<file path="src/rtl/power_trigger_ctrl.sv">
// Trigger config sequencer: shadow regs applied atomically between packets (or after a timeout),
// then num_sample_changed is held until the enabled trigger samples it on a strobe.
module power_trigger_ctrl #(
  parameter logic [15:0] DEF_THRES  = 16'd100,
  parameter logic [15:0] DEF_WINDOW = 16'd80,
  parameter logic [31:0] DEF_SKIP   = 32'd0,
  parameter logic [23:0] TIMEOUT    = 24'd2000000
) (
  input  logic        clock,
  input  logic        reset_n,
  input  logic        cfg_wr_valid,
  output logic        cfg_wr_ready,
  input  logic [1:0]  cfg_wr_addr,
  input  logic [31:0] cfg_wr_data,
  input  logic        sample_in_strobe,
  input  logic        trigger,
  output logic [15:0] power_thres,
  output logic [15:0] window_size,
  output logic [31:0] num_sample_to_skip,
  output logic        num_sample_changed,
  output logic        enable,
  output logic        pending,
  output logic        forced,
  output logic [31:0] pkt_count
);

  typedef enum logic [1:0] {
    S_IDLE  = 2'd0,
    S_WAIT  = 2'd1,
    S_APPLY = 2'd2,
    S_HOLD  = 2'd3
  } state_t;

  state_t      state_q, state_d;
  logic [15:0] thres_sh_q, thres_sh_d, win_sh_q, win_sh_d;
  logic [31:0] skip_sh_q, skip_sh_d;
  logic [15:0] thres_q, thres_d, win_q, win_d;
  logic [31:0] skip_q, skip_d;
  logic        nsc_q, nsc_d, en_q, en_d, pend_q, pend_d;
  logic        forced_q, forced_d, trig_q, trig_d;
  logic [31:0] pkt_q, pkt_d;
  logic [23:0] tmo_q, tmo_d;
  logic        wr_acc, ctl_wr;

  assign cfg_wr_ready = (state_q == S_IDLE) || (state_q == S_WAIT);
  assign wr_acc       = cfg_wr_valid && cfg_wr_ready;
  assign ctl_wr       = wr_acc && (cfg_wr_addr == 2'd3);

  always_comb begin
    state_d    = state_q;
    thres_sh_d = thres_sh_q;
    win_sh_d   = win_sh_q;
    skip_sh_d  = skip_sh_q;
    thres_d    = thres_q;
    win_d      = win_q;
    skip_d     = skip_q;
    nsc_d      = nsc_q;
    en_d       = en_q;
    pend_d     = pend_q;
    forced_d   = forced_q;
    trig_d     = trigger;
    pkt_d      = pkt_q;
    tmo_d      = tmo_q;

    if (wr_acc) begin
      case (cfg_wr_addr)
        2'd0:    thres_sh_d = cfg_wr_data[15:0];
        2'd1:    win_sh_d   = cfg_wr_data[15:0];
        2'd2:    skip_sh_d  = cfg_wr_data;
        default: en_d       = cfg_wr_data[0];
      endcase
    end else if (cfg_wr_valid && (cfg_wr_addr == 2'd3)) begin
      // Enable is observed even while a request is held, otherwise a commit
      // issued with enable=0 could never complete without a reset.
      en_d = cfg_wr_data[0];
    end

    if (trigger && !trig_q && (pkt_q != 32'hFFFF_FFFF)) pkt_d = pkt_q + 32'd1;
    if (ctl_wr && cfg_wr_data[2]) begin
      pkt_d    = '0;
      forced_d = 1'b0;
    end

    case (state_q)
      S_IDLE: begin
        if (ctl_wr && cfg_wr_data[1]) begin
          state_d = S_WAIT;
          pend_d  = 1'b1;
          tmo_d   = '0;
        end
      end
      S_WAIT: begin
        if (!trigger) begin
          state_d = S_APPLY;
        end else if (tmo_q == TIMEOUT - 24'd1) begin
          forced_d = 1'b1;
          state_d  = S_APPLY;
        end else begin
          tmo_d = tmo_q + 24'd1;
        end
      end
      S_APPLY: begin
        thres_d = thres_sh_q;
        win_d   = win_sh_q;
        skip_d  = skip_sh_q;
        nsc_d   = 1'b1;
        state_d = S_HOLD;
      end
      default: begin
        if (sample_in_strobe && en_q) begin
          nsc_d   = 1'b0;
          pend_d  = 1'b0;
          state_d = S_IDLE;
        end
      end
    endcase
  end

  always_ff @(posedge clock or negedge reset_n) begin
    if (!reset_n) begin
      state_q    <= S_IDLE;
      thres_sh_q <= DEF_THRES;
      win_sh_q   <= DEF_WINDOW;
      skip_sh_q  <= DEF_SKIP;
      thres_q    <= DEF_THRES;
      win_q      <= DEF_WINDOW;
      skip_q     <= DEF_SKIP;
      nsc_q      <= 1'b0;
      en_q       <= 1'b0;
      pend_q     <= 1'b0;
      forced_q   <= 1'b0;
      trig_q     <= 1'b0;
      pkt_q      <= '0;
      tmo_q      <= '0;
    end else begin
      state_q    <= state_d;
      thres_sh_q <= thres_sh_d;
      win_sh_q   <= win_sh_d;
      skip_sh_q  <= skip_sh_d;
      thres_q    <= thres_d;
      win_q      <= win_d;
      skip_q     <= skip_d;
      nsc_q      <= nsc_d;
      en_q       <= en_d;
      pend_q     <= pend_d;
      forced_q   <= forced_d;
      trig_q     <= trig_d;
      pkt_q      <= pkt_d;
      tmo_q      <= tmo_d;
    end
  end

  assign power_thres        = thres_q;
  assign window_size        = win_q;
  assign num_sample_to_skip = skip_q;
  assign num_sample_changed = nsc_q;
  assign enable             = en_q;
  assign pending            = pend_q;
  assign forced             = forced_q;
  assign pkt_count          = pkt_q;

endmodule
</file>
<file path="config.mk">
export PLATFORM = sky130hd
export DESIGN_NAME = power_trigger_ctrl
export DESIGN_NICKNAME = d
export VERILOG_FILES = /design/src/rtl/power_trigger_ctrl.sv
export SDC_FILE = /design/constraint.sdc
export NUM_CORES = 1
export LEC_CHECK = 0
export ABC_AREA = 1
export CORE_ASPECT_RATIO = 0.6
export CORE_MARGIN = 8
export CORE_UTILIZATION = 50
export DETAILED_ROUTE_END_ITERATION = 8
export PLACE_DENSITY = 0.75
export SETUP_SLACK_MARGIN = 0.2
export SLEW_MARGIN = 5
export SYNTH_ARGS = -nofsm -noshare
export SYNTH_HDL_FRONTEND = slang
export SYNTH_SLANG_ARGS = --single-unit
</file>
<file path="constraint.sdc">
create_clock -name clock -period 2.6 [get_ports clock]
set_input_delay 0.52 -clock clock [delete_from_list [all_inputs] [get_ports clock]]
set_output_delay 0.52 -clock clock [all_outputs]
set_load 0.01 [all_outputs]
</file>
-- Yosys cells after proc, flatten, opt, wreduce, memory -nomap -nowiden
Cells that the tools add are included.
Widths: inputs -> output; s select.
- bits in registers: 191
- input bits: 39
- output and inout port bits: 101
- word-level logic and storage cells: 81
- $add $sub $neg: 2
- eq/ne operators: 12
- multiplexer cells: 22
- bitwise logic cells: 2
- reduce and logical (&&, ||, !) cells: 29
- operator list (cell ; number):
    $mux 24 ; 3
    $mux 32 ; 2
    $pmux 24 s2 ; 1
    $add 32x1->32 const B ; 1
    $ne 32x32->1 const B ; 1
    $add 24x1->24 const B ; 1
    $eq 24x21->1 const B ; 1
    $reduce_and 2->1 ; 5
    $reduce_bool 2->1 ; 5
    $mux 1 ; 9
    $logic_and 1x1->1 ; 8
    $mux 2 ; 4
    $eq 2x2->1 const B ; 3
    $ne 2x2->1 const B ; 3
    $pmux 2 s3 ; 1
    $reduce_and 3->1 ; 2
    $eq 2x1->1 const B ; 2
    $logic_not 2->1 ; 2
    $pmux 1 s2 ; 2
    $reduce_and 4->1 ; 1
    $reduce_bool 4->1 ; 1
    $reduce_or 2->1 ; 2
    $ne 3x2->1 const B ; 1
    $reduce_or 3->1 ; 1
    4 further kinds ; 5

-- Depth between registers and ports, before layout
Gate-level depths: netlist of run 1.
- depth in word-level cells: 9
- depth in mapped cells: 11
- depth with buffers taken out: 10

-- Worst setup path after synthesis of run 1
OpenSTA, ideal clock, no wires.
- kind: register -> register
- start point: reg state_q[0]
- end point: reg skip_sh_q[24]
- setup time: 0.125 ns
- arrival: 1.523 ns
- data required time: 2.475 ns
- slack: 0.952 ns
- cell stages (with the launch flop): 8
- path buffers: 1
- clock period less this slack: 1.648 ns
- path through: dfrtp_1 -> inv_1 -> ha_1 -> nor2_1 -> nor2_1 -> nand3_1 -> buf_2 -> mux2_2
- cells in the longest elaborated chain, start to end: 4
- elaborated cells on any way between the ends: 5
- those cells by class: eq/ne (1); reduce/logical (4)
- RTL lines (what ; line ; RTL):
    from (decl) ; 34 ; state_t state_q, state_d;
    from (signal assigned) ; 136 ; state_q <= state_d;
    $eq 2x1->1 or $logic_not 2->1 (tied branches) ; 45 ; assign cfg_wr_ready = (state_q == S_IDLE) || (state_q == S_WAIT);
    $logic_or 1x1->1 * ; 45 ;
    $logic_and 1x1->1 * ; 46 ; assign wr_acc = cfg_wr_valid && cfg_wr_ready;
    $reduce_and 2->1 (no source line) * ; - ;
    to (signal assigned) ; 139 ; skip_sh_q <= skip_sh_d;
    to (decl) ; 36 ; logic [31:0] skip_sh_q, skip_sh_d;
Mark *: on every way between the ends. The rest lies on a longest branch, timed or not.
A chain may end at the register's enable or synchronous reset.

-- Worst setup path in the final report of run 1
- start point: reg state_q[0]
- end point: out cfg_wr_ready
- cells in the longest elaborated chain, start to end: 2
- elaborated cells on any way between the ends: 3
- those cells by class: eq/ne (1); reduce/logical (2)
- RTL lines (what ; line ; RTL):
    $eq 2x1->1 or $logic_not 2->1 (tied branches) ; 45 ;
    $logic_or 1x1->1 * ; 45 ;
    to (decl) ; 12 ; output logic cfg_wr_ready,
Marks and branches as above.

==> flow_metrics.env, run 1 <==
export IMPL_status="completed"
export IMPL_gp_congestion=0.926
export IMPL_htreeDepth=4
export IMPL_ios=140
export IMPL_initial_core_util=0.513
export IMPL_diodes=0
export IMPL_synthCells=1079
export IMPL_tightestPinTransition_ps=586
export IMPL_fin_total_pwr_mw=10.9
export IMPL_layout_commonest_cell="nand2_1"
export IMPL_fin_ws_ps=343
export IMPL_place_port_buffers=139
export IMPL_clk_pin_slew_ps=80
export IMPL_slew_headroom=0.608
export IMPL_ys_warn_count=0
export IMPL_cts_path_max_buffers=2
export IMPL_fin_area_mm2=0.0112
export IMPL_hold_viol=0
export IMPL_grt_pass1_wl_um=38300
export IMPL_crit_path_start_kind="flip-flop"
export IMPL_grt_max_degree=69
export IMPL_drt_iter0_markers=695
export IMPL_die_height_um=119
export IMPL_finalCritPeriodShare=0.868
export IMPL_path_max_fanout=6
export IMPL_layout_min_cycle_time_ps=2260
export IMPL_worstPathArrival_ps=1740
export IMPL_wire_per_inst_um=15.9
export IMPL_area_growth_pct=26.1
export IMPL_dp_slack_ps=207
export IMPL_grt_overflow_total=0
export IMPL_clock_latency_ps=440
export IMPL_route_antenna_remaining_nets=0
export IMPL_skew_ps=10.3
export IMPL_yosysTopAreaCellShare=0.511
export IMPL_cts_sinks=191
export IMPL_grt_pass1_vias=7193
export IMPL_finalHoldWorstSlack_ps=61.3
export IMPL_die_width_um=188
export IMPL_fmax_ghz=0.443
export IMPL_crit_chain="inv_1 -> ha_1 -> nor2_4 -> inv_2 -> dlygate4sd2_1"
export IMPL_dp_cells=1430
export IMPL_synth_distinct_cells=36
export IMPL_cts_buffers=17
export IMPL_p_leak_nw=5.25
export IMPL_ys_seq_area_frac=0.541
export IMPL_antenna_found_initial=1
export IMPL_hp_class="input pin to async pin"
export IMPL_drcViolationCount=0
export IMPL_rows=37
export IMPL_dp_hpwl_um=16400
export IMPL_path_buf_inv=3
export IMPL_nets=1259
export IMPL_slowest_delay_ps=390
export IMPL_place_area_mm2=0.0105
export IMPL_synthTopCellsByArea="dfrtp_1, nand2_1, nand3_1"
export IMPL_final_cell_mix="nand2_1, dfrtp_1, clkdlybuf4s50_1, nand3_1, inv_1"
export IMPL_end_kind="output port"
export IMPL_syn_avg_cell_area_um2=8.21
export IMPL_viasPerCell=5.18
export IMPL_cp_top_family="buffers and inverters"
export IMPL_drt_wl_total_um=23200
export IMPL_syn_area_mm2=0.00886
export IMPL_crit_required_ps=2080
export IMPL_tns_ps=0
export IMPL_cap_violations=0
export IMPL_vias=7580
export IMPL_cts_tree="yes"
export IMPL_finalNonFillerCells=1462
export IMPL_irDropWorstVdd_mv=0.569
export IMPL_critPathKind="flip-flop to output port"
export IMPL_cts_root_buf="clkbuf_16"
export IMPL_design_die_area_mm2=0.0224
export IMPL_powerDensity_mw_per_mm2=977
export IMPL_drv_slew=0
export IMPL_final_util=0.647
export IMPL_setup_viol=0
export IMPL_slowest_stage="dfrtp_1"
export IMPL_dr_pass1_iters=5
export IMPL_fillers=1429
export IMPL_rsz0062_at_grt="false"
export IMPL_coreArea_mm2=0.0173
export IMPL_synth_top_area_cell="dfrtp_1"
export IMPL_ys_ff_latch=191
export IMPL_grt_usage=0.209
export IMPL_syn_nets=1123
export IMPL_drive_gt1_frac=0.0847
[cells by family after synthesis]
kind of cell             after synthesis  share of synthesized area
AND/OR/NAND/NOR                      616                      0.289
flip-flops                           191                      0.541
buffers and inverters                117                     0.0560
AO/OA/AOI/OAI                        111                     0.0641
XOR/XNOR                              22                     0.0217
multiplexers                          17                     0.0215
adder cells (fa/ha/maj)                5                    0.00706
[Yosys cell counts (all sizes together)]
library cell    n
buf            17
or2             1
o21ai         100
a21oi           8
and2            1
mux2           16
nor2           77
clkbuf         22
nand3b          2
nand4           6
o31a            1
ha              5
nand2         434
inv            77
o21bai          2
dfstp          10
nand3          90
mux2i           1
xor2            9
dfrtp         181
xnor2          13
clkinv          1
nor3            5
[worst register-to-register path: cells and delay by family, from the launching register on]
| kind | cells | cell delay, ps |
|---|---|---|
| buf+inv | 5 | 900 |
| flops | 1 | 400 |
| compound gates | 2 | 300 |
| fa+ha+maj | 1 | 220 |
| simple gates | 2 | 190 |
[registers in the layout, indices dropped and copies added (netlist names)]
name / count
num_sample_to_skip: 32
tmo_q: 24
skip_sh_q: 32
thres_sh_q: 16
power_thres: 16
state_q: 2
trig_q: 1
win_sh_q: 16
num_sample_changed: 1
pending: 1
forced: 1
pkt_count: 32
window_size: 16
enable: 1
[report_power, final]
group	switching, mW	leakage (nW)	internal, mW
sequential	0.621	2.45	3.99
combinational	1.94	2.50	1.60
clock	1.35	0.303	1.41
[cell type report]
cell class	count	area, µm²	area share
inverter	78	293	0.0262
clock buffer	17	425	0.0381
tap	234	293	0.0262
timing repair buffer	156	1570	0.141
clock inverter	15	209	0.0187
multi-input combinational	771	3590	0.321
sequential	191	4790	0.429
[final timing paths]
check                                      startpoint                         end  slack (ps)  cells past startpoint
hold / removal                                reset_n         pending$_DFFE_PN0P_          60                      1
setup reg to reg               state_q[1]$_DFFE_PN0P_       tmo_q[20]$_DFFE_PN0P_         500                     10
min in group clock         power_thres[5]$_DFFE_PN1P_  power_thres[5]$_DFFE_PN1P_         460                      2
hold reg to reg            power_thres[5]$_DFFE_PN1P_  power_thres[5]$_DFFE_PN1P_         460                      2
max in group asynchronous                     reset_n     win_sh_q[6]$_DFFE_PN1P_        1810                      2
setup / recovery               state_q[0]$_DFFE_PN0P_                cfg_wr_ready         340                      5
[layer usage]
metal  vias to the layer above  track usage  part of all wire
met2                       280        0.300              0.43
met4                         2       0.0471            0.0072
met1                      3589        0.305              0.47
met3                        15       0.0647             0.092
li1                       3694            -                 -
met5                         -            0           0.00039
[timing repair]
item	in CTS	in global routing
resized for setup	3	1
hold buffers	0	0
setup buffers	0	0
endpoints found under the setup margin	1	1
Note: power is estimated with default switching activity, not from simulation.
==> run 2: changes to the inputs <==
- CAP_MARGIN: unset -> 10
- clock period: 2.6 -> 2.45 ns (I/O delays scaled with it)
==> run 2 against run 1 <==
  * Setup slack worse by 60 ps
  * Critical path depth stayed put
  * Die area stayed put
  * Clock skew is 4.4 ps higher
  * Sequential power is 6.1% higher
  * Critical path type unchanged
  * Hold slack better by 400 ps
  * Via count is 0.50% higher
  * Wire length is 1.5% higher
  * Sequential share of layout area is 0.062 points lower
  * Register-to-register slack worse by 110 ps
  * Cell area is 0.15% higher
  * Critical endpoint unchanged
==> flow_metrics.env, run 2 (same netlist as run 1, synthesis figures left out) <==
export IMPL_final_cell_mix="nand2_1, dfrtp_1, clkdlybuf4s50_1, nand3_1, inv_1"
export IMPL_reg2reg_slack_ps=390
export IMPL_dr_pass1_iters=6
export IMPL_clk_pin_slew_ps=90
export IMPL_cap_violations=0
export IMPL_layout_min_cycle_time_ps=2170
export IMPL_slew_headroom=0.741
export IMPL_coreArea_mm2=0.0173
export IMPL_rsz0062_at_grt="true"
export IMPL_design_die_area_mm2=0.0224
export IMPL_die_height_um=119
export IMPL_highest_layer="met5"
export IMPL_dp_hpwl_um=16600
export IMPL_crit_path_start_kind="flip-flop"
export IMPL_met3_length_um=2220
export IMPL_area_growth_pct=26.2
export IMPL_rows=37
export IMPL_wire_per_inst_um=16.1
export IMPL_clock_latency_ps=440
export IMPL_crit_path_start="state_q[0]$_DFFE_PN0P_"
export IMPL_tns_ps=0
export IMPL_r2r_start="state_q[1]$_DFFE_PN0P_"
export IMPL_skew_ps=14.7
export IMPL_fin_total_pwr_mw=11.5
export IMPL_htreeDepth=4
export IMPL_grt_max_degree=61
export IMPL_gp_congestion=0.944
export IMPL_p_leak_nw=5.26
export IMPL_reg2regPathDepth=10
export IMPL_worstPathArrival_ps=1680
export IMPL_fmax_ghz=0.462
export IMPL_path_max_fanout=6
export IMPL_finalCritPeriodShare=0.884
export IMPL_cts_path_max_buffers=2
export IMPL_final_util=0.648
export IMPL_place_port_buffers=139
export IMPL_whs_endpoint="window_size[4]$_DFFE_PN1P_"
export IMPL_critPathKind="flip-flop to output port"
export IMPL_worstReg2RegEnd="tmo_q[9]$_DFFE_PN0P_"
export IMPL_cts_root_buf="clkbuf_16"
export IMPL_layout_commonest_cell="nand2_1"
export IMPL_initial_core_util=0.513
export IMPL_status="completed"
export IMPL_route_antenna_remaining_nets=0
export IMPL_hold_depth=2
export IMPL_die_width_um=188
export IMPL_wl_met2_um=9730
export IMPL_ios=140
export IMPL_fin_area_mm2=0.0112
export IMPL_crit_required_ps=1960
export IMPL_post_cts_buffers=0
export IMPL_holdCritStartpoint="win_sh_q[4]$_DFFE_PN1P_"
export IMPL_grt_usage=0.213
export IMPL_drt_wl_total_um=23600
export IMPL_drcViolationCount=0
export IMPL_irDropWorstVdd_mv=0.670
export IMPL_end_kind="output port"
export IMPL_drt_iter0_markers=749
export IMPL_antenna_found_initial=1
export IMPL_tightestPinTransition_ps=389
export IMPL_vias=7618
export IMPL_cts_sinks=191
export IMPL_grt_overflow_total=0
export IMPL_nets=1262
export IMPL_drive_gt1_frac=0.0869
export IMPL_viasPerCell=5.20
export IMPL_setup_viol=0
export IMPL_diodes=0
export IMPL_wl_met1_um=11400
export IMPL_cts_buffers=17
export IMPL_hold_viol=0
export IMPL_cts_tree="yes"
export IMPL_powerDensity_mw_per_mm2=1030
export IMPL_place_area_mm2=0.0106
export IMPL_grt_pass1_vias=7213
export IMPL_drv_slew=0
export IMPL_hp_class="flip-flop to flip-flop"
export IMPL_grt_pass1_wl_um=39000
==> run 2: area by class of cell <==
type,count,area (µm²)
clock inverter,15,185
fill,1477,6080
inverter,78,293
multi-input combinational,771,3590
sequential,191,4790
timing repair buffer,159,1610
clock buffer,17,425
tap,234,293
==> run 2: how the worst max path moves through the flow <==
stage / endpoint / slack [ps] / depth (start not counted)
detailed placement: tmo_q[8]$_DFFE_PN0P_ / 220 / 9
CTS: cfg_wr_ready / 240 / 5
finish: cfg_wr_ready / 280 / 5
global placement: tmo_q[18]$_DFFE_PN0P_ / 300 / 9
global route: tmo_q[12]$_DFFE_PN0P_ / 190 / 10
floorplan: skip_sh_q[24]$_DFFE_PN0P_ / 800 / 7
==> run 2: worst max-delay path, stage by stage, from the launching register on <==
cell and delay [ps]:
dfrtp_1 410, inv_1 100, ha_2 240, nor2_4 60, inv_2 140, dlygate4sd2_1 290
==> run 2: layer usage <==
metal	vias to the layer above	GRT usage
li1	3690	-
met1	3625	0.316
met2	277	0.297
met3	24	0.0720
met4	2	0.0431
met5	-	0
==> run 2: report_power, final <==
part	switching [mW]	internal [mW]
registers	0.661	4.23
logic	2.06	1.72
clock network	1.45	1.40
total	4.17	7.35
==> run 2: what timing repair did <==
action                                  4_1_cts  5_1_grt
resized for setup                             4        1
gates cloned                                  0        0
endpoints found under the setup margin        1        1
hold buffers                                  1        0
hold endpoints to repair                     21        0
==> run 2: through the flow <==
stage	hold slack (ps)	std cells	setup WS [ps]
finish	463	1465	283
detailed placement	455	1432	219
global placement	452	1432	298
CTS	468	1465	237
floorplan	194	1079	802
global route	488	1465	188
